### config.mk
export PLATFORM = sky130hd
export DESIGN_NAME = dpll_lock_detect
export DESIGN_NICKNAME = d
export VERILOG_FILES = /design/src/rtl/dpll_lock_detect.sv
export SDC_FILE = /design/constraint.sdc
export NUM_CORES = 1
export LEC_CHECK = 0
export ABC_AREA = 1
export ABC_CLOCK_PERIOD_IN_PS = 4200
export CORE_MARGIN = 2
export CORE_UTILIZATION = 55
export DETAILED_ROUTE_END_ITERATION = 10
export DONT_BUFFER_PORTS = 1
export PLACE_DENSITY_LB_ADDON = 0.05
export SLEW_MARGIN = 20
export SYNTH_ARGS = -nofsm -noshare
export SYNTH_HDL_FRONTEND = slang
export SYNTH_SLANG_ARGS = --single-unit
### constraint.sdc
create_clock -name pll_clk -period 4.2 [get_ports pll_clk]
set_input_delay 0 -clock pll_clk [delete_from_list [all_inputs] [get_ports pll_clk]]
set_output_delay 0 -clock pll_clk [all_outputs]
set_load 0.05 [all_outputs]
### src/rtl/dpll_lock_detect.sv
// ---------------------------------------------------------------------------
// dpll_lock_detect
// Lock detector for the DPLL. Each PFD up/down pulse is qualified against a
// width tolerance. Lock is declared after LOCK_CYCLES clean cycles, and it is
// dropped after UNLOCK_ERRORS violations inside one WIN_CYCLES window.
// Optional feature macro: DPLL_LOCK_STICKY_EN. When it is defined, the
// lol_sticky flag is built. It is set on every loss of lock that is caused by
// violations.
// Revision: 1.0 - initial release
// ---------------------------------------------------------------------------
`default_nettype none

module dpll_lock_detect #(
  parameter int LOCK_CYCLES   = 64,
  parameter int TOL           = 2,
  parameter int UNLOCK_ERRORS = 4,
  parameter int WIN_CYCLES    = 256,
  parameter int CNT_W         = 8
) (
  input  logic             pll_clk,
  input  logic             rst_n,
  input  logic             clear,
  input  logic             up,
  input  logic             down,
  output logic             locked,
  output logic [1:0]       state,
  output logic             viol,
  output logic [CNT_W-1:0] slip_cnt,
  output logic             lol_sticky
);

  localparam int GOOD_W = (LOCK_CYCLES > 1) ? $clog2(LOCK_CYCLES) : 1;
  localparam int WIN_W  = (WIN_CYCLES > 1) ? $clog2(WIN_CYCLES) : 1;
  localparam int ERR_W  = $clog2(UNLOCK_ERRORS + 1);

  localparam logic [GOOD_W-1:0] GOOD_LAST = GOOD_W'(LOCK_CYCLES - 1);
  localparam logic [WIN_W-1:0]  WIN_LAST  = WIN_W'(WIN_CYCLES - 1);
  localparam logic [ERR_W-1:0]  ERR_LAST  = ERR_W'(UNLOCK_ERRORS - 1);
  localparam logic [CNT_W-1:0]  RUN_TOL   = CNT_W'(TOL);
  localparam logic [CNT_W-1:0]  CNT_MAX   = {CNT_W{1'b1}};

  typedef enum logic [1:0] {
    ST_UNLOCKED = 2'd0,
    ST_ACQUIRE  = 2'd1,
    ST_LOCKED   = 2'd2,
    ST_WARN     = 2'd3
  } state_t;

  state_t            state_q;
  logic [CNT_W-1:0]  run_len;
  logic [GOOD_W-1:0] good_cnt;
  logic [WIN_W-1:0]  win_cnt;
  logic [ERR_W-1:0]  err_cnt;

  logic              err_act;
  logic              violation;
  logic              win_wrap;
  logic [ERR_W-1:0]  err_base;
  logic              in_lock;
  logic              lock_loss;

  // An overlap of up and down counts as activity. A pulse violates exactly
  // once, on the cycle where its length goes past TOL.
  assign err_act   = up | down;
  assign violation = err_act && (run_len == RUN_TOL);
  assign win_wrap  = (win_cnt == WIN_LAST);
  // The window clear takes effect before a violation in the same cycle is counted.
  assign err_base  = win_wrap ? '0 : err_cnt;
  assign in_lock   = (state_q == ST_LOCKED) || (state_q == ST_WARN);
  assign lock_loss = in_lock && violation && (err_base == ERR_LAST);
  assign state     = state_q;

  // Measure the length of the current up|down pulse. The count saturates.
  always_ff @(posedge pll_clk or negedge rst_n) begin
    if (!rst_n) begin
      run_len <= '0;
    end else if (clear) begin
      run_len <= '0;
    end else if (err_act) begin
      run_len <= (run_len == CNT_MAX) ? run_len : run_len + 1'b1;
    end else begin
      run_len <= '0;
    end
  end

  // Lock FSM, with registered locked and viol outputs.
  always_ff @(posedge pll_clk or negedge rst_n) begin
    if (!rst_n) begin
      state_q  <= ST_UNLOCKED;
      locked   <= 1'b0;
      viol     <= 1'b0;
      good_cnt <= '0;
      win_cnt  <= '0;
      err_cnt  <= '0;
    end else if (clear) begin
      state_q  <= ST_UNLOCKED;
      locked   <= 1'b0;
      viol     <= 1'b0;
      good_cnt <= '0;
      win_cnt  <= '0;
      err_cnt  <= '0;
    end else begin
      viol <= violation;
      case (state_q)
        ST_UNLOCKED: begin
          if (!err_act) begin
            state_q  <= ST_ACQUIRE;
            good_cnt <= '0;
          end
        end
        ST_ACQUIRE: begin
          if (violation) begin
            state_q  <= ST_UNLOCKED;
            good_cnt <= '0;
          end else if (good_cnt == GOOD_LAST) begin
            state_q <= ST_LOCKED;
            locked  <= 1'b1;
            win_cnt <= '0;
            err_cnt <= '0;
          end else begin
            good_cnt <= good_cnt + 1'b1;
          end
        end
        default: begin
          // ST_LOCKED and ST_WARN share the sliding-window bookkeeping.
          win_cnt <= win_wrap ? '0 : win_cnt + 1'b1;
          if (lock_loss) begin
            state_q  <= ST_UNLOCKED;
            locked   <= 1'b0;
            good_cnt <= '0;
            err_cnt  <= '0;
          end else if (violation) begin
            state_q <= ST_WARN;
            err_cnt <= err_base + 1'b1;
          end else begin
            err_cnt <= err_base;
            if (win_wrap) begin
              state_q <= ST_LOCKED;
            end
          end
        end
      endcase
    end
  end

  // Count the losses of lock caused by violations. The count saturates.
  always_ff @(posedge pll_clk or negedge rst_n) begin
    if (!rst_n) begin
      slip_cnt <= '0;
    end else if (clear) begin
      slip_cnt <= '0;
    end else if (lock_loss && (slip_cnt != CNT_MAX)) begin
      slip_cnt <= slip_cnt + 1'b1;
    end
  end

`ifdef DPLL_LOCK_STICKY_EN
  // Remember any loss of lock caused by violations until clear or reset.
  always_ff @(posedge pll_clk or negedge rst_n) begin
    if (!rst_n) begin
      lol_sticky <= 1'b0;
    end else if (clear) begin
      lol_sticky <= 1'b0;
    end else if (lock_loss) begin
      lol_sticky <= 1'b1;
    end
  end
`else
  assign lol_sticky = 1'b0;
`endif

endmodule

`default_nettype wire
* Word level (Yosys, flattened, before mapping)
Index checks and enable logic that the tools add are counted.
** Storage, ports and cells
- Bits in registers :: 37
- Logic and storage cells :: 81
** Operators by class
- Bitwise gates (word level) :: 1
- Mux-type cells :: 37
- Reductions and logical operators :: 14
- Equal/unequal tests :: 16
- $add $sub $neg :: 5
** Operator list (count)
- 2-to-1 mux 8 bit :: 9
- 2-to-1 mux 6 bit :: 5
- adder 8 x 1 -> 8 bit, second input constant :: 3
- 2-to-1 mux 3 bit :: 6
- == test 8 bit, second input constant :: 2
- one-hot mux 8 bit (2 select lines) :: 1
- 2-to-1 mux 2 bit :: 7
- != test 3 bit, second input constant :: 4
- one-hot mux 6 bit (2 select lines) :: 1
- AND reduction 3 bit :: 3
- == test 8 x 2 -> 1 bit, second input constant :: 1
- != test 4 bit, second input constant :: 2
- != test 8 bit, second input constant :: 1
- adder 6 x 1 -> 6 bit, second input constant :: 1
- == test 6 bit, second input constant :: 1
- one-hot mux 3 bit (2 select lines) :: 1
- nonzero test 6 bit :: 1
- 2-to-1 mux 1 bit :: 5
- == test 2 bit, second input constant :: 2
- logical AND 1 bit :: 4
- one-hot mux 2 bit (2 select lines) :: 1
- AND reduction 4 bit :: 1
- nonzero test 4 bit :: 1
- adder 3 x 1 -> 3 bit, second input constant :: 1
- other kinds (9) :: 9

* Depth between registers and ports, before layout
Gate-level depths: netlist of run 1.
- Word-level depth :: 7
- Depth in mapped cells :: 15

* Least setup slack after synthesis of run 1
Ideal clock, no wire load.
- Path kind :: register -> register
- From :: reg win_cnt[0]
- To :: reg good_cnt[2]
- Required time :: 4.117 ns
- Arrival :: 2.080 ns
- Setup time :: 0.083 ns
- Clock period less this slack :: 2.163 ns
- Cell stages (with the launch flop) :: 14
- Buffers on the path :: 0
- Path slack :: 2.037 ns
- Path through :: dfrtp_1 ha_1 nand2_1 nor2_1 nand2_1 nand2_1 inv_1 ha_1 ha_1 nand4_1 nand3_1 nand2_2 nand2_1 o21ai_0
** On the way
- Cells in the longest elaborated chain, start to end :: 6
** Ends and longest elaborated chain
- start, declared :: line 52 : logic [WIN_W-1:0] win_cnt;
- start signal, assigned :: line 126 : win_cnt <= win_wrap ? '0 : win_cnt + 1'b1;
- == test 8 bit :: line 66 : assign win_wrap = (win_cnt == WIN_LAST);
- 2-to-1 mux 3 bit :: line 68 : assign err_base = win_wrap ? '0 : err_cnt;
- == test 3 x 2 -> 1 bit :: line 70 : assign lock_loss = in_lock && violation && (err_base == ERR_LAST);
- logical AND 1 bit :: line 70
- nonzero test 4 bit (no line)
- AND reduction 3 bit (no line)
- end signal, assigned :: line 121 : good_cnt <= good_cnt + 1'b1;
- end, declared :: line 51 : logic [GOOD_W-1:0] good_cnt;
No other way between the ends.
A chain may end at the register's enable or synchronous reset.

* Worst setup path after layout of run 1
- From :: reg win_cnt[1]
- To :: reg good_cnt[5]
Same word-level chain as after synthesis.

==> results by group, run 1 <==
Final layout
  – Ratio of cells with drive above 1 in the final layout: 0.1242
  – Total Nets Final: 317
  – Design area: 2456 um^2
  – Layout Cells excl Fill: 356
  – # diodes: 0
  – Layout Utilization: 0.6096
  – Area added between synthesis and finish: 5.708%

Routing
  – Drt via density: about 5.3
  – DRC: 0
  – Post-Route WL: 4605 um
  – Post-route ant nets: 0
  – Starting DRT DRC Count: 168
  – Wirelength per Cell: 12.94 um
  – Drt first pass iters: 4
  – Via count: about 1900

Clock tree
  – CTS Buf Count: 5
  – CTS tree: yes
  – H-tree level count: 2
  – Clk buf depth: 2
  – Clk_lat worst skew: 290 ps
  – Clock-pin transition on the worst setup and hold timing paths: 80 ps
  – CTS Sinks: 37
  – Root Buffer: clkbuf_8

Global route
  – Vias in the first global route: 1766
  – Initial antenna violation count: 0
  – First-pass GRT wire length: 7638 um
  – Largest net degree at the start of global routing: 38
  – Total gr overflow: 0
  – GRT Resource Usage Total: 0.2150

Flow run
  – Maxcap violations: 0

Timing
  – Pins Over Slew Limit: 0
  – FMAX: between 400 and 500 MHz
  – Least-Margin Pin Slew: 689.8 ps
  – Minimum clock period: 2492 ps
  – Final Setup Violations: 0
  – Unrepaired setup endpoints after global routing: no
  – Final Worst Setup Slack: 1708 ps
  – Tcrit/Tclk final: 0.5933
  – Final hold vios: 0
  – Relative slew slack: 0.5401
  – Fin Clk Skew: 8.373 ps
  – Setup TNS: 0 ps

Synth
  – Yosys warning total: 0
  – Syn Std Cell Area: 2323 um^2
  – Cells after Synth: 301
  – Post-synth EDFFs: 0
  – Syn Area/Cell: 7.719 um^2
  – Syn Nets: 313
  – #FFs+latches synth: 37
  – Cell variety after synth: 35
  – Post-synthesis sequential area ratio: 0.3985
  – FFs w/ async S/R, synth: 1.000
  – Predominant post-synthesis flop cell: dfrtp_1

Placed design
  – Gpl congestion: 0.8403
  – PortBufs: 0
  – DP HPWL: 3301 um
  – Pre-CTS setup slack: ~1700 ps
  – Placed Instance Area: 2333 um^2
  – Placed Instances: 345

Power and ir drop
  – Lkg Pwr: 0.001190 uW
  – Sw Ratio: 0.3573
  – Sequential Power Share: 0.502
  – Peak VDD IR: 0.2378 mV
  – Internal power: 542.8 uW
  – Combinational share of power: 0.208
  – Power Dens Cells: 343.8 nW/um^2
  – Clock power share: 0.290
  – Switch Pwr: 301.7 uW

Die
  – I/O pins: 18
  – Die extent in x: between 60 and 70 um
  – Core region area: 4029 um^2
  – Site Rows: 23
  – DIE HEIGHT: 69.00 um
  – Initial Util: 0.5767
  – Die area: about 4800 um^2

Worst setup path
  – Arr. time, crit path: 2710 ps
  – Reg2Reg Depth: 13
  – Worst r2r dst: good_cnt[5]
  – CP Class: register to register
  – WP data required: 4420 ps
  – Crit path max fanout: 9
  – Crit start category: register
  – CP startpoint: win_cnt[1]
  – FF-to-FF setup slack: between 1500 and 2000 ps
  – CP endpoint kind: register
  – FF-to-FF Start: win_cnt[1]
  – Worst setup endpoint: good_cnt[5]

Hold path
  – Hold/Removal Path Class: input port to register

Run status
  – Status: finished clean
## through the flow
step | power, uW | hold WS [ps]
after floorplan | 574.1 | -295.6
after global placement | 592.7 | -294.7
after detailed placement | 593.6 | -294.6
after CTS | 852.6 | 24.49
after global routing | 895.5 | 40.54
final | 844.5 | 22.06
## registers in the layout (all words and copies together) (netlist names)
| signal | count |
|---|---|
| locked | 1 |
| run_len | 8 |
| slip_cnt | 8 |
| viol | 1 |
| err_cnt | 3 |
| good_cnt | 6 |
| win_cnt | 8 |
| state | 2 |
## Yosys cell counts (2+ instances only)
cell | number | area [um^2]
o21ai_0 | 9 | 45.04
o21ai_2 | 5 | 43.79
dfrtp_1 | 37 | 925.9
nor2_1 | 24 | 90.09
a21oi_1 | 8 | 40.04
nand3_1 | 27 | 135.1
ha_1 | 7 | 87.58
inv_1 | 31 | 116.4
xor2_1 | 7 | 61.31
or2_1 | 2 | 12.51
or2_2 | 3 | 18.77
buf_6 | 3 | 33.78
inv_2 | 4 | 15.01
nand2_1 | 78 | 292.8
nand2_2 | 6 | 37.54
buf_4 | 2 | 15.01
nand3_2 | 3 | 30.03
nor3_1 | 7 | 35.03
nand3b_1 | 7 | 52.55
o21ai_1 | 6 | 30.03
nand4_1 | 7 | 43.79
nor2_2 | 3 | 18.77
nor2_4 | 3 | 33.78
## worst max-delay path, cell delays in order, from the launching register on
cell and delay, ps:
dfrtp_1 410, ha_1 200, nand2_1 90, nor2_1 190
nand2_1 210, nand2_1 150, inv_1 50, ha_1 170
ha_1 260, nand4_1 150, nand3_1 170, nand2_2 230
nand2_1 70, o21ai_1 70
## layer usage
metal,vias to the layer above,share of wire,global-route usage
met2,32,0.49,0.3594
li1,981,-,-
met5,-,0,0
met4,0,0.016,0.07108
met3,6,0.033,0.04383
met1,869,0.46,0.2777
## worst min-delay path by stage
| stage | from | to | slack (ps) | depth (start not counted) |
|---|---|---|---|---|
| 2_1_floorplan | rst_n | err_cnt[0] | -300 | 0 |
| 3_3_place_gp | rst_n | win_cnt[4] | -290 | 0 |
| 3_5_place_dp | rst_n | win_cnt[5] | -290 | 0 |
| 4_1_cts | clear | slip_cnt[5] | 20 | 3 |
| 5_1_grt | clear | slip_cnt[5] | 40 | 3 |
| 6_report | clear | slip_cnt[5] | 20 | 3 |
## area by class of cell
type                       instances  area [um^2]
fill                             366         1573
multi-input combinational        223         1214
sequential                        37        925.9
inverter                          35        131.4
clock buffer                       6        72.57
tap                               50        62.56
timing repair buffer               3        40.04
clock inverter                     2        10.01
## power by group through the flow
stage | Sequential [uW] | Clock (uW) | Combinational [uW]
global placement | 430 | 0 | 163
global route | 428 | 264 | 203
CTS | 424 | 251 | 178
detailed placement | 431 | 0 | 162
floorplan | 424 | 0 | 150
finish | 424 | 245 | 175
## repair_timing
item | 4_1_cts | 5_1_grt
resized for setup | 0 | 0
hold endpoints to repair | 56 | 0
buffers inserted | 0 | 0
endpoints found under the setup margin | 0 | 0
hold buffers | 3 | 0
## kinds of logic after synthesis
group	Yosys count	share of synthesized area
flops	37	0.3985
buf+inv	41	0.07915
simple gates	172	0.3608
fa+ha+maj	7	0.03769
other cells	1	0.001614
xor+xnor	8	0.03016
compound gates	35	0.09209
## cells in the final DEF, fill, tap and decap left out
cell	instances
nor2_1	24
dlygate4sd3_1	2
nand2_1	78
clkinv_2	2
nand3_4	1
nor2_8	1
buf_12	1
o21ai_2	5
nand2_2	6
nand3_1	27
nor2_4	3
ha_1	7
o31ai_1	1
o211ai_1	1
o21ai_1	6
dfrtp_1	37
or2_1	2
nand3b_1	7
o21ai_0	9
o22ai_1	1
or2_2	3
inv_1	31
a21oi_1	8
nand3_2	3
a22oi_1	1
nor3_1	7
nand4_1	7
a211oi_1	1
nor2_2	3
a31o_2	1
clkbuf_8	5
inv_2	4
clkbuf_1	1
xnor2_1	1
xor2_1	7
conb_1	1
o211a_1	1
No activity file was read; power rests on OpenSTA's default activity.
==> run 2: changes to the inputs <==
Settings changed: ABC_CLOCK_PERIOD_IN_PS 4200 to 2500.
Clock period 4.2 ns to 2.5 ns, I/O delays scaled along.
==> results by group, run 2 (same netlist as run 1, synthesis figures left out) <==
Run status
  – Status: finished clean

Timing
  – Unrepaired setup endpoints after global routing: no
  – Setup TNS: 0 ps (unchanged)
  – Final hold vios: 0 (unchanged)
  – Tcrit/Tclk final: 0.8894 (+0.2961)
  – Minimum clock period: 2224 ps (-268.3 ps)
  – Pins Over Slew Limit: 0 (unchanged)
  – FMAX: 449.7 MHz (+12%)
  – Fin Clk Skew: 10.17 ps (+1.799 ps)
  – Least-Margin Pin Slew: 555.5 ps (-134.4 ps)
  – Relative slew slack: 0.6297 (+0.08957)
  – Final Setup Violations: 0 (unchanged)

Die
  – I/O pins: 18 (unchanged)
  – Site Rows: 23 (unchanged)
  – Die area: 4760 um^2 (unchanged)
  – Die extent in x: 69.00 um (unchanged)
  – Core region area: 4029 um^2 (unchanged)
  – Initial Util: 0.5767 (unchanged)
  – DIE HEIGHT: 69.00 um (unchanged)

Flow run
  – Maxcap violations: 0 (unchanged)

Global route
  – Total gr overflow: 0 (unchanged)
  – GRT Resource Usage Total: 0.2292 (+0.01427)
  – First-pass GRT wire length: 8059 um (+5.5%)
  – Initial antenna violation count: 0 (unchanged)
  – Largest net degree at the start of global routing: 38 (unchanged)
  – Vias in the first global route: 1850 (+4.8%)

Routing
  – Wirelength per Cell: 13.23 um (+2.3%)
  – DRC: 0 (unchanged)
  – Post-route ant nets: 0 (unchanged)
  – Post-Route WL: 4894 um (+6.3%)
  – Via count: 1967 (+4.2%)
  – Drt first pass iters: 4 (unchanged)
  – Drt via density: 5.316 (+0.24%)
  – Starting DRT DRC Count: 108 (-36%)

Worst setup path
  – CP endpoint kind: register
  – Worst r2r dst: good_cnt[0]
  – FF-to-FF setup slack: 280 ps (-1430 ps)
  – FF-to-FF Start: win_cnt[1]
  – Worst setup endpoint: good_cnt[0]
  – WP data required: 2720 ps (-1700 ps)
  – CP startpoint: win_cnt[1]
  – Arr. time, crit path: 2450 ps (-260 ps)
  – CP Class: register to register
  – Crit start category: register
  – Crit path max fanout: 9 (unchanged)
  – Reg2Reg Depth: 13 (unchanged)

Final layout
  – Filler cells: 358 (-2.2%)
  – # diodes: 0 (unchanged)
  – Commonest non-fill, non-tap cell in the layout: nand2_1
  – Ratio of cells with drive above 1 in the final layout: 0.1656 (+0.04144)
  – Design area: 2613 um^2 (+6.4%)
  – Storage element area: 925.9 um^2 (unchanged)
  – Area added between synthesis and finish: 12.44%
  – Most frequent cells in the layout: nand2_1, dfrtp_1, inv_1
  – Largest registers: run_len: 8 flops, slip_cnt: 8 flops, win_cnt: 8 flops
  – Multi-input gate area: 1224 um^2 (+0.82%)
  – Total Nets Final: 331 (+4.4%)

Placed design
  – DP HPWL: 3566 um (+8.0%)
  – Gpl congestion: 0.8483 (+0.95%)
  – PortBufs: 0 (unchanged)
  – Placed Instance Area: 2416 um^2 (+3.5%)

Clock tree
  – CTS tree: yes
  – Clk_lat worst skew: 290 ps (about the same)
  – CTS Sinks: 37 (unchanged)
  – Clk buf depth: 2 (unchanged)
  – Root Buffer: clkbuf_8
  – Clock-pin transition on the worst setup and hold timing paths: 80 ps (about the same)
  – CTS Buf Count: 5 (unchanged)
  – H-tree level count: 2 (unchanged)

Power and ir drop
  – Total chip power: 1586 uW (+88%)
  – Peak VDD IR: 0.3837 mV (+61%)
  – Lkg Pwr: 0.001281 uW (+7.6%)
  – Power Dens Cells: 607.1 nW/um^2 (+77%)

Hold path
  – Hold/Removal Path Class: input port to register
-- run 2: changes by cell type in the layout (fill, tap and decap cells not counted) --
cell	before	now
buf_12	1	2
bufinv_16	0	1
clkinv_4	0	1
clkinv_2	2	0
nand3_1	27	26
nand2_2	6	5
nand2_4	0	1
buf_4	0	13
nand3_2	3	4
-- run 2: worst min-delay path by stage --
stage / start / cells after the start / to / slack [ps]
CTS: clear / 3 / slip_cnt[5] / 20
global placement: rst_n / 0 / win_cnt[5] / -290
detailed placement: rst_n / 0 / win_cnt[5] / -290
global route: clear / 3 / slip_cnt[0] / 30
finish: clear / 3 / win_cnt[5] / 40
floorplan: rst_n / 0 / err_cnt[0] / -300
-- run 2: stage by stage --
stage	worst slack, ps	std cells	hold WS, ps	util
final	276.4	370	42.15	0.6484
after global routing	31.30	370	34.14	0.6484
after CTS	146.1	367	22.16	0.6373
after detailed placement	182.0	356	-294.7	0.5997
after global placement	251.2	356	-294.8	0.5997
after floorplan	337.2	301	-295.6	-
-- run 2: repair_timing --
action,CTS,global route
setup buffers,0,3
hold buffers,3,0
gates resized for setup,0,2
setup endpoints to repair,0,15
endpoints found under the hold margin,56,0
-- run 2: critical path, stage by stage (launching register included) --
cell     delay, ps
dfrtp_1        380
ha_1           190
nand2_1         90
nor2_1         160
nand2_1        130
nand2_1        120
inv_1           50
ha_1           170
ha_1           260
nand4_1        170
nand3_2        150
nand2_4        160
nand2_1         60
o21ai_1         70
-- run 2: layer usage --
| metal | up-vias | global-route usage | part of all wire |
|---|---|---|---|
| li1 | 1011 | - | - |
| met1 | 903 | 0.2771 | 0.44 |
| met2 | 43 | 0.3894 | 0.50 |
| met3 | 10 | 0.06169 | 0.039 |
| met4 | 0 | 0.08578 | 0.016 |
| met5 | - | 0 | 0 |
-- run 2: where the power goes --
part | switching (uW) | total, uW | internal [uW]
registers | 35.4 | 672 | 636
logic | 273 | 399 | 126
clock network | 216 | 516 | 299
total | 525 | 1590 | 1060
-- run 2: cell type report --
| cell class | count | share of cell area |
|---|---|---|
| Clock buffer | 6 | 0.02778 |
| Inverter | 35 | 0.05029 |
| Timing Repair Buffer | 17 | 0.06034 |
| Tap cell | 50 | 0.02395 |
| Clock inverter | 2 | 0.01485 |
| Sequential cell | 37 | 0.3544 |
| Multi-Input combinational cell | 223 | 0.4684 |
==> run 3: changes to the inputs <==
Settings changed: CAP_MARGIN set to 20, CORE_UTILIZATION 55 to 45, SKIP_LAST_GASP set to 1.
==> results by group, run 3 (same netlist as run 1, synthesis figures left out) <==
Power and ir drop
  – Sequential Power Share: 0.497 (+0.074)
  – Peak VDD IR: 0.2407 mV (-37%)
  – Sw Ratio: 0.3549 (+0.02386)
  – Combinational share of power: 0.220 (-0.031)
  – Internal power: 927.7 uW (-13%)
  – Clock power share: 0.283 (-0.042)
  – Switch Pwr: 510.3 uW (-2.8%)
  – Lkg Pwr: 0.001244 uW (-2.8%)
  – Power Dens Cells: 559.2 nW/um^2 (-7.9%)

Worst setup path
  – Crit path max fanout: 13 (+4)
  – WP data required: 2710 ps (about the same)
  – CP Class: register to register
  – CP endpoint kind: register
  – CP startpoint: win_cnt[0]
  – Arr. time, crit path: 2510 ps (+60 ps)
  – Crit start category: register
  – Reg2Reg Depth: 13 (unchanged)
  – FF-to-FF Start: win_cnt[0]

Global route
  – Initial antenna violation count: 0 (unchanged)
  – Vias in the first global route: 1767 (-4.5%)
  – First-pass GRT wire length: 8418 um (+4.5%)
  – Total gr overflow: 0 (unchanged)
  – Largest net degree at the start of global routing: 38 (unchanged)
  – GRT Resource Usage Total: 0.1913 (-0.03794)

Final layout
  – Layout Cells excl Fill: 387 (+4.6%)
  – Commonest non-fill, non-tap cell in the layout: nand2_1
  – Most frequent cells in the layout: nand2_1, dfrtp_1, inv_1
  – Largest registers: run_len: 8 flops, slip_cnt: 8 flops, win_cnt: 8 flops
  – # diodes: 0 (unchanged)
  – Total Nets Final: 328 (-0.91%)
  – Area added between synthesis and finish: 10.66%
  – Ratio of cells with drive above 1 in the final layout: 0.1514 (-0.01421)

Timing
  – Setup TNS: 0 ps (unchanged)
  – Final hold vios: 0 (unchanged)
  – Least-Margin Pin Slew: 585.9 ps (+30.43 ps)
  – Final Worst Setup Slack: 205.3 ps (-71.17 ps)
  – Tcrit/Tclk final: 0.9179 (+0.02847)
  – Relative slew slack: 0.6094 (-0.02029)
  – Final Setup Violations: 0 (unchanged)
  – Minimum clock period: 2295 ps (+71.17 ps)
  – Pins Over Slew Limit: 0 (unchanged)
  – Fin Clk Skew: 5.706 ps (-4.466 ps)
  – FMAX: 435.8 MHz (-3.1%)

Routing
  – Starting DRT DRC Count: 91 (-16%)
  – Drt first pass iters: 4 (unchanged)
  – Post-Route WL: 4998 um (+2.1%)
  – Via count: 1929 (-1.9%)
  – DRC: 0 (unchanged)
  – Wirelength per Cell: 12.91 um (-2.4%)
  – Drt via density: 4.984 (-6.2%)
  – Post-route ant nets: 0 (unchanged)

Placed design
  – DP HPWL: 3577 um (+0.33%)
  – Placed Instances: 376 (+5.6%)
  – Pre-CTS setup slack: 129.6 ps (-52.34 ps)
  – PortBufs: 0 (unchanged)
  – Gpl congestion: 0.8149 (-3.9%)

Run status
  – Status: finished clean

Die
  – Initial Util: 0.4608 (-0.1159)
  – I/O pins: 18 (unchanged)
  – DIE HEIGHT: 75.86 um (+9.9%)
  – Core region area: 5042 um^2 (+25%)
  – Die extent in x: 75.86 um (+9.9%)
  – Die area: 5754 um^2 (+21%)
  – Site Rows: 26 (+13%)

Clock tree
  – Clk buf depth: 2 (unchanged)
  – H-tree level count: 2 (unchanged)
  – Root Buffer: clkbuf_8
  – Clk_lat worst skew: 280 ps (about the same)
  – Clock-pin transition on the worst setup and hold timing paths: 70 ps (about the same)
  – CTS Sinks: 37 (unchanged)
  – CTS Buf Count: 5 (unchanged)
  – Setup Buffers After CTS: 0 (unchanged)
  – CTS tree: yes

Hold path
  – Hold Startpoint: clear
  – Hold Crit Depth: 3 (unchanged)
  – Hold/Removal Path Class: input port to register

Flow run
  – Maxcap violations: 0 (unchanged)
[run 3: changes by cell type in the layout (fill, tap and decap cells not counted), sizes merged]
cell | before | now
buf | 15 | 12
clkbuf | 6 | 8
bufinv | 1 | 0
clkinv | 1 | 0
[run 3: worst max-delay path: stages (launching register included)]
cell	delay [ps]
dfrtp_1	420
ha_1	200
nand2_1	80
nor2_1	140
nand2_1	130
nand2_1	120
inv_1	50
ha_1	170
ha_1	260
nand3_4	100
nor2_4	50
nor2_4	310
nand2_1	110
o21ai_2	70
[run 3: what timing repair did]
item	CTS	global route
endpoints found under the hold margin	56	0
gates resized for setup	0	2
setup endpoints to repair	0	6
hold buffers	3	0
[run 3: final cells by class]
cell class	instances	area, um^2
well taps	70	87.58
inverters	35	131.4
repair buffers	14	122.6
multi-input cells	223	1224
flip-flops and latches	37	925.9
fillers	489	2471
clock buffers	8	80.08
[run 3: path summary, 6_finish.rpt]
path	end	slack, ps
worst max-delay path	slip_cnt[3]	210
worst min-delay path	win_cnt[7]	40
worst min register to register	err_cnt[0]	500
min in group asynchronous	viol	200
worst max register to register	slip_cnt[3]	210
max in group asynchronous	slip_cnt[3]	2120
[run 3: power groups by stage]
stage / sequential, uW / clock [uW] / combinational, uW
floorplan: 713 / 0 / 252
global placement: 727 / 0 / 296
detailed placement: 726 / 0 / 294
CTS: 715 / 426 / 318
global route: 720 / 449 / 367
finish: 715 / 406 / 317
[run 3: routing by layer]
metal	vias to the layer above	part of all wire	GRT usage	wire length, um
met4	0	0.0058	0.04288	29
met3	3	0.018	0.04233	89
met5	-	0	0	0
met1	902	0.51	0.2723	2524
met2	15	0.47	0.2979	2354
li1	1009	-	-	-
[run 3: through the flow]
step                      utilization  total power (uW)  instance area, um^2  hold slack, ps
after floorplan                     -             964.5                 2323          -295.6
after global placement         0.4841              1023                 2441          -294.4
after detailed placement       0.4841              1021                 2441          -294.4
after CTS                      0.5079              1459                 2561           30.64
after global routing           0.5099              1536                 2571           56.00
final                          0.5099              1438                 2571           44.33
